==> src/rtl/eq_output_limiter_if.sv <==
// Sample-pair handshake between the equalizer outputs, the limiter and the DAC write port.
interface eq_output_limiter_if #(
    parameter int unsigned DATA_W = 32
);
    logic              in_valid;
    logic              in_ready;
    logic [DATA_W-1:0] l_in;
    logic [DATA_W-1:0] r_in;
    logic              out_allowed;
    logic              out_valid;
    logic [DATA_W-1:0] l_out;
    logic [DATA_W-1:0] r_out;

    modport master (
        output in_valid, l_in, r_in, out_allowed,
        input  in_ready, out_valid, l_out, r_out
    );

    modport slave (
        input  in_valid, l_in, r_in, out_allowed,
        output in_ready, out_valid, l_out, r_out
    );
endinterface

==> src/rtl/eq_output_limiter.sv <==
// Stereo limiter: shared gain envelope (fast attack, slow release) followed by a hard clip,
// holding each processed pair until the codec controller accepts it.
module eq_output_limiter #(
    parameter int unsigned       DATA_W       = 32,
    parameter logic [DATA_W-1:0] THRESH       = DATA_W'(32'h4000_0000),
    parameter int unsigned       ATTACK_SHIFT = 3,
    parameter logic [15:0]       RELEASE_STEP = 16'd4,
    parameter logic [15:0]       MIN_GAIN     = 16'h0800
) (
    input  logic                CLOCK_50,
    input  logic                reset,
    eq_output_limiter_if.slave  bus,
    output logic                limiting,
    output logic [15:0]         gain,
    output logic [15:0]         clip_count
);

    localparam int unsigned PW = DATA_W + 17;
    localparam logic [15:0] UNITY = 16'h8000;
    localparam logic signed [DATA_W-1:0] THR_P = THRESH;
    localparam logic signed [DATA_W-1:0] THR_N = -THR_P;
    localparam logic signed [DATA_W-1:0] MOST_NEG = {1'b1, {(DATA_W-1){1'b0}}};
    localparam logic [DATA_W-1:0] MOST_POS = {1'b0, {(DATA_W-1){1'b1}}};

    typedef enum logic [1:0] {IDLE, MULT, CLAMP, OUT} state_e;

    state_e                    state_q, state_d;
    logic signed [DATA_W-1:0]  l_in_q, l_in_d, r_in_q, r_in_d;
    logic signed [DATA_W-1:0]  gl_q, gl_d, gr_q, gr_d;
    logic        [DATA_W-1:0]  l_out_q, l_out_d, r_out_q, r_out_d;
    logic                      out_valid_q, out_valid_d;
    logic                      in_ready_q, in_ready_d;
    logic                      limiting_q, limiting_d;
    logic        [15:0]        gain_q, gain_d;
    logic        [15:0]        clip_q, clip_d;

    logic signed [PW-1:0]      prod_l, prod_r;
    logic                      clip_l, clip_r;
    logic        [DATA_W-1:0]  abs_l, abs_r, peak;
    logic        [15:0]        gain_dec;
    logic        [16:0]        gain_inc;

    // |x| with the most negative code saturating to the largest positive code
    function automatic logic [DATA_W-1:0] abs_sat(input logic signed [DATA_W-1:0] x);
        if (x == MOST_NEG) return MOST_POS;
        if (x[DATA_W-1])   return DATA_W'(-x);
        return DATA_W'(x);
    endfunction

    function automatic logic [DATA_W-1:0] clamp(input logic signed [DATA_W-1:0] x);
        if (x > THR_P) return DATA_W'(THR_P);
        if (x < THR_N) return DATA_W'(THR_N);
        return DATA_W'(x);
    endfunction

    always_comb begin
        state_d     = state_q;
        l_in_d      = l_in_q;
        r_in_d      = r_in_q;
        gl_d        = gl_q;
        gr_d        = gr_q;
        l_out_d     = l_out_q;
        r_out_d     = r_out_q;
        out_valid_d = out_valid_q;
        gain_d      = gain_q;
        clip_d      = clip_q;

        prod_l   = $signed(PW'(l_in_q)) * $signed(PW'({1'b0, gain_q}));
        prod_r   = $signed(PW'(r_in_q)) * $signed(PW'({1'b0, gain_q}));
        clip_l   = (gl_q > THR_P) || (gl_q < THR_N);
        clip_r   = (gr_q > THR_P) || (gr_q < THR_N);
        abs_l    = abs_sat(gl_q);
        abs_r    = abs_sat(gr_q);
        peak     = (abs_l > abs_r) ? abs_l : abs_r;
        gain_dec = gain_q - (gain_q >> ATTACK_SHIFT);
        gain_inc = 17'(gain_q) + 17'(RELEASE_STEP);

        unique case (state_q)
            IDLE: begin
                if (bus.in_valid) begin
                    l_in_d  = $signed(bus.l_in);
                    r_in_d  = $signed(bus.r_in);
                    state_d = MULT;
                end
            end
            MULT: begin
                gl_d    = DATA_W'(prod_l >>> 15);
                gr_d    = DATA_W'(prod_r >>> 15);
                state_d = CLAMP;
            end
            CLAMP: begin
                l_out_d     = clamp(gl_q);
                r_out_d     = clamp(gr_q);
                out_valid_d = 1'b1;
                if ((clip_l || clip_r) && (clip_q != 16'hFFFF)) clip_d = clip_q + 16'd1;
                // gain moves only after this pair's products were taken
                if (peak > THRESH) gain_d = (gain_dec < MIN_GAIN) ? MIN_GAIN : gain_dec;
                else               gain_d = (gain_inc > 17'(UNITY)) ? UNITY : gain_inc[15:0];
                state_d = OUT;
            end
            OUT: begin
                if (out_valid_q && bus.out_allowed) begin
                    out_valid_d = 1'b0;
                    state_d     = IDLE;
                end
            end
            default: state_d = IDLE;
        endcase

        in_ready_d = (state_d == IDLE);
        limiting_d = (gain_d != UNITY);
    end

    always_ff @(posedge CLOCK_50 or negedge reset) begin
        if (!reset) begin
            state_q     <= IDLE;
            l_in_q      <= '0;
            r_in_q      <= '0;
            gl_q        <= '0;
            gr_q        <= '0;
            l_out_q     <= '0;
            r_out_q     <= '0;
            out_valid_q <= 1'b0;
            in_ready_q  <= 1'b1;
            limiting_q  <= 1'b0;
            gain_q      <= UNITY;
            clip_q      <= '0;
        end else begin
            state_q     <= state_d;
            l_in_q      <= l_in_d;
            r_in_q      <= r_in_d;
            gl_q        <= gl_d;
            gr_q        <= gr_d;
            l_out_q     <= l_out_d;
            r_out_q     <= r_out_d;
            out_valid_q <= out_valid_d;
            in_ready_q  <= in_ready_d;
            limiting_q  <= limiting_d;
            gain_q      <= gain_d;
            clip_q      <= clip_d;
        end
    end

    assign bus.in_ready  = in_ready_q;
    assign bus.out_valid = out_valid_q;
    assign bus.l_out     = l_out_q;
    assign bus.r_out     = r_out_q;
    assign limiting      = limiting_q;
    assign gain          = gain_q;
    assign clip_count    = clip_q;

endmodule
==> src/flat_wrapper.sv <==
// flat-port wrapper written by rule: the top's interface ports become plain ports
module eq_output_limiter_flat 
#(
    parameter int unsigned       DATA_W       = 32,
    parameter logic [DATA_W-1:0] THRESH       = DATA_W'(32'h4000_0000),
    parameter int unsigned       ATTACK_SHIFT = 3,
    parameter logic [15:0]       RELEASE_STEP = 16'd4,
    parameter logic [15:0]       MIN_GAIN     = 16'h0800
)
  (CLOCK_50, reset, limiting, gain, clip_count, bus_in_valid, bus_l_in, bus_r_in, bus_out_allowed, bus_in_ready, bus_out_valid, bus_l_out, bus_r_out);
  eq_output_limiter_if #(.DATA_W(DATA_W)) bus_i ();
  input  logic CLOCK_50;
  input  logic reset;
  output logic limiting;
  output logic [15:0] gain;
  output logic [15:0] clip_count;
  input wire logic [$bits(bus_i.in_valid)-1:0] bus_in_valid;
  input wire logic [$bits(bus_i.l_in)-1:0] bus_l_in;
  input wire logic [$bits(bus_i.r_in)-1:0] bus_r_in;
  input wire logic [$bits(bus_i.out_allowed)-1:0] bus_out_allowed;
  output wire logic [$bits(bus_i.in_ready)-1:0] bus_in_ready;
  output wire logic [$bits(bus_i.out_valid)-1:0] bus_out_valid;
  output wire logic [$bits(bus_i.l_out)-1:0] bus_l_out;
  output wire logic [$bits(bus_i.r_out)-1:0] bus_r_out;
  assign bus_i.in_valid = bus_in_valid;
  assign bus_i.l_in = bus_l_in;
  assign bus_i.r_in = bus_r_in;
  assign bus_i.out_allowed = bus_out_allowed;
  assign bus_in_ready = bus_i.in_ready;
  assign bus_out_valid = bus_i.out_valid;
  assign bus_l_out = bus_i.l_out;
  assign bus_r_out = bus_i.r_out;
  eq_output_limiter #(.DATA_W(DATA_W), .THRESH(THRESH), .ATTACK_SHIFT(ATTACK_SHIFT), .RELEASE_STEP(RELEASE_STEP), .MIN_GAIN(MIN_GAIN)) u_core (.CLOCK_50(CLOCK_50), .reset(reset), .bus(bus_i), .limiting(limiting), .gain(gain), .clip_count(clip_count));
endmodule
==> config.mk <==
export PLATFORM = sky130hd
export DESIGN_NAME = eq_output_limiter_flat
export DESIGN_NICKNAME = d
export VERILOG_FILES = /design/src/rtl/eq_output_limiter_if.sv /design/src/rtl/eq_output_limiter.sv /design/src/flat_wrapper.sv
export SDC_FILE = /design/constraint.sdc
export NUM_CORES = 2
export LEC_CHECK = 0
export BUFFER_PORTS_ARGS = -buffer_cell sky130_fd_sc_hd__clkbuf_2
export CORE_UTILIZATION = 50
export DETAILED_ROUTE_END_ITERATION = 8
export PLACE_DENSITY_LB_ADDON = 0.3
export SLEW_MARGIN = 20
export SYNTH_ARGS = -nofsm -noshare
export SYNTH_HDL_FRONTEND = slang
export SYNTH_SLANG_ARGS = --single-unit
==> constraint.sdc <==
create_clock -name CLOCK_50 -period 18.1 [get_ports CLOCK_50]
set_input_delay 1.81 -clock CLOCK_50 [delete_from_list [all_inputs] [get_ports CLOCK_50]]
set_output_delay 1.81 -clock CLOCK_50 [all_outputs]
set_load 0.005 [all_outputs]
==> summary.md <==
| Metric | Value |
|---|---|
| Min-delay worst type | `register to register` |
| Vias | `35700` |
| Most used cell, CP | `fa_1` |
| Die span in x | `309 um` |
| Post-synth EDFFs | `0` |
| WL met2 | `59500 um` |
| Clk sinks | `229` |
| Top cell type's share of synthesized area | `0.405` |
| Post-CTS sizing | `0` |
| Hold Fails Final Rpt | `0` |
| CP peak stage delay | `0.93 ns` |
| Max-slew violations | `0` |
| Hpwl dp | `100000 um` |
| Final period util | `0.519` |
| Final setup violation count | `0` |
| CP endpoint kind | `register` |
| Area leader, netlist | `fa_1` |
| Setup tns final | `0 ns` |
| First-iteration detailed-routing DRC count | `2717` |
| Critical path's top delay family | `compound AO/OA/AOI/OAI gates` |
| Worst EP arrival | `9.95 ns` |
| Slew of the pin with the lowest slew margin | `1.05 ns` |
| Result of the run | `complete, no violations` |
| 1st-pass router iterations | `8` |
| CTS Buffer Depth | `3` |
| Largest net degree at the start of global routing | `149` |
| Synth warn | `0` |
| IO buf count | `166` |
| CTS Root Cell | `clkbuf_16` |
| WL final | `132000 um` |
| Hold-fix buffers, CTS | `0` |
| Slowest CP cell | `dfrtp_2` |
| Fmax | `106 MHz` |
| CTS tree | `built` |
| Met3 wire length | `11700 um` |
| WL/cell | `20.1 um` |
| Clock latency on the worst-skew pair | `0.63 ns` |
| Async set-reset flop share out of synthesis | `1.00` |
| Slew HR | `0.297` |
| Max Cap Viol | `0` |
| Cell Area, Synth | `47000 um^2` |
| GRT Resource Usage Total | `0.285` |
| Core area | `93200 um^2` |
| Synth unique cells | `87` |
| # rows | `112` |
| Area contributors post-synth | `fa_1, dfrtp_1, inv_1, nand2_1, ha_1` |
| CP Class | `register to register` |
| Initial antenna violation count | `7` |
| Num CTS Buffers | `31` |
| I/O pin cnt | `167` |
| Proportion of layout cells with a drive suffix above 1 | `0.0714` |
| Gpl congestion | `0.931` |
| DRC | `0` |
| RSZ-0062 raised after global routing | `false` |
| Post-CTS Setup Bufs | `0` |
| Global-route wire length before repair | `210000 um` |
| Synth Register Bits | `229` |
| Worst-path clk slew | `0.06 ns` |
| Gate Count Post-Synth | `5333` |
| Post-synthesis area per instance | `8.81 um^2` |
| # nets final | `6563` |
| Net count after synthesis | `6622` |
| Post-route minimum period | `9.39 ns` |
| Clock Skew | `0.0196 ns` |
| Sequential area share after synthesis | `0.122` |
| Vias in the first global route | `37500` |
| Die area | `95200 um^2` |
| Initial Utilization | `0.504` |
| Worst-path fanout max | `37` |
| DR vias/cell | `5.44` |
| Antenna Nets Post-Route | `0` |
| CP cell instances | `buf_4 > nand2_1 > fa_1 > fa_1 > fa_1 > fa_1 > inv_1 > fa_1 > inv_1 > fa_1 > inv_1 > ha_1 > and2_0 > o2111ai_1 > o21ai_0 > a31oi_1 > o21ai_0 > a41oi_1 > o311ai_0 > a21oi_1 > o21ai_0 > a31oi_1 > nor4b_1 > a211o_1` |
| CP startpoint kind | `register` |
| Area added between synthesis and finish | `5.92%` |
| Critical path buffers and inverters | `4` |
| Total grt overflow | `0` |
| Ys flop type | `dfrtp_1` |
| Die Height | `309 um` |
| DRT met1 WL | `56800 um` |
| Max layer used | `met5` |
| Worst Path Required | `18.66 ns` |
| H-tree Lvls | `1` |
## worst min-delay path: stages (launching register included)
cell and delay, ns:
dfrtp_1 0.34, nand2_1 0.04, o21ai_0 0.06
## sequential cells by signal, summed over array words and instances (netlist names)
name and count:
u_core.bus.out_valid 1, u_core.gl_q 32, u_core.clip_count 16, u_core.state_q 2, u_core.bus.in_ready 1, u_core.r_in_q 32, u_core.bus.l_out 32, u_core.limiting 1
u_core.bus.r_out 32, u_core.l_in_q 32, u_core.gain 16, u_core.gr_q 32
## layer usage
metal / GRT usage / up-vias
met2: 0.453 / 1520
met1: 0.403 / 18100
met4: 0.0712 / 2
met3: 0.0514 / 239
li1: - / 15900
met5: 0 / -
## cell families (layout without fill, tap and decap cells)
logic type | Yosys count | count (layout) | synth area share
AND/OR/NAND/NOR | 1629 | 1629 | 0.162
buffers and inverters | 1548 | 1512 | 0.124
adder cells (fa/ha/maj) | 1221 | 1221 | 0.477
AO/OA/AOI/OAI | 474 | 474 | 0.0677
flip-flops | 229 | 229 | 0.122
XOR/XNOR | 157 | 157 | 0.0293
multiplexers | 75 | 75 | 0.0178
other | 0 | 1 | 0
## Yosys cell counts, drive strengths merged, types with 8 or more instances
master / count
buf: 14
and3: 16
a21o: 39
o21ai: 142
o211ai: 8
nor4: 21
a31oi: 13
dfrtp: 227
nand2b: 19
o41ai: 13
o21a: 14
or4: 15
and2: 324
or3: 18
a211oi: 12
fa: 951
a22o: 34
nor2b: 18
nor3: 41
a21oi: 81
nand2: 940
nand4: 36
mux2: 69
nand3: 37
clkbuf: 287
o31ai: 30
xnor2: 100
xor2: 57
ha: 270
inv: 1246
nor2: 100
## metrics by stage
stage          cells  setup slack (ns)   util  instance area, um^2  hold WS [ns]
6_report        6552              8.71  0.534                49800         0.475
5_1_grt         6551              8.17  0.534                49800         0.490
4_1_cts         6551              8.72  0.534                49800         0.481
3_5_place_dp    6495              8.72  0.522                48600         0.468
3_3_place_gp    6495              8.89  0.522                48600         0.460
2_1_floorplan   5333             10.53      -                47000         0.470
## worst paths after layout
check / start / to / slack, ns / cells past startpoint
max reg2reg: u_core.gain[3] / u_core.gr_q[29] / 8.71 / 24
min in group asynchronous: reset / u_core.bus.r_out[11] / 1.14 / 1
max: u_core.gain[3] / u_core.gr_q[29] / 8.71 / 24
min: u_core.bus.r_out[11] / u_core.bus.r_out[11] / 0.47 / 2
min reg2reg: u_core.bus.r_out[11] / u_core.bus.r_out[11] / 0.47 / 2
max in group asynchronous: reset / u_core.gain[6] / 15.54 / 2
## cell usage in the layout, fill, tap and decap left out, types with 7 or more instances in the layout
master,netlist,routed
xnor2_1,100,100
o2111ai_1,7,7
bufinv_16,0,7
nor2_1,100,99
dfrtp_2,0,15
nor2b_1,18,17
fa_1,951,951
nand4_1,36,36
a31oi_1,13,13
nor3_1,40,40
a211oi_1,12,12
and3_1,16,16
o21ai_0,137,137
a21oi_1,80,80
o21a_1,14,14
and2_1,323,323
o21bai_1,7,7
o211ai_1,8,8
o31ai_1,30,30
or4_1,13,13
o41ai_1,10,10
nor4_1,21,21
buf_4,1,42
xor2_1,57,57
mux2_2,67,67
dfrtp_1,227,212
inv_1,1246,1246
clkbuf_16,0,31
ha_1,270,270
a21o_1,39,39
or3_1,18,18
nand2b_1,19,17
a22o_1,34,34
clkbuf_2,0,165
nand3_1,37,37
nand2_1,940,940
## final cells by class
class	count	area, um^2
Antenna cell	1	2.50
Clock buffer	34	807
Clock inverter	22	328
Fill cell	8582	43400
Inverter	1247	4680
Multi-Input combinational cell	3556	35500
Sequential cell	229	5750
Tap cell	1254	1570
Timing Repair Buffer	209	1180
Power is not shown: default switching activity piles up to over one toggle a cycle in this logic, so the estimate is an artifact.
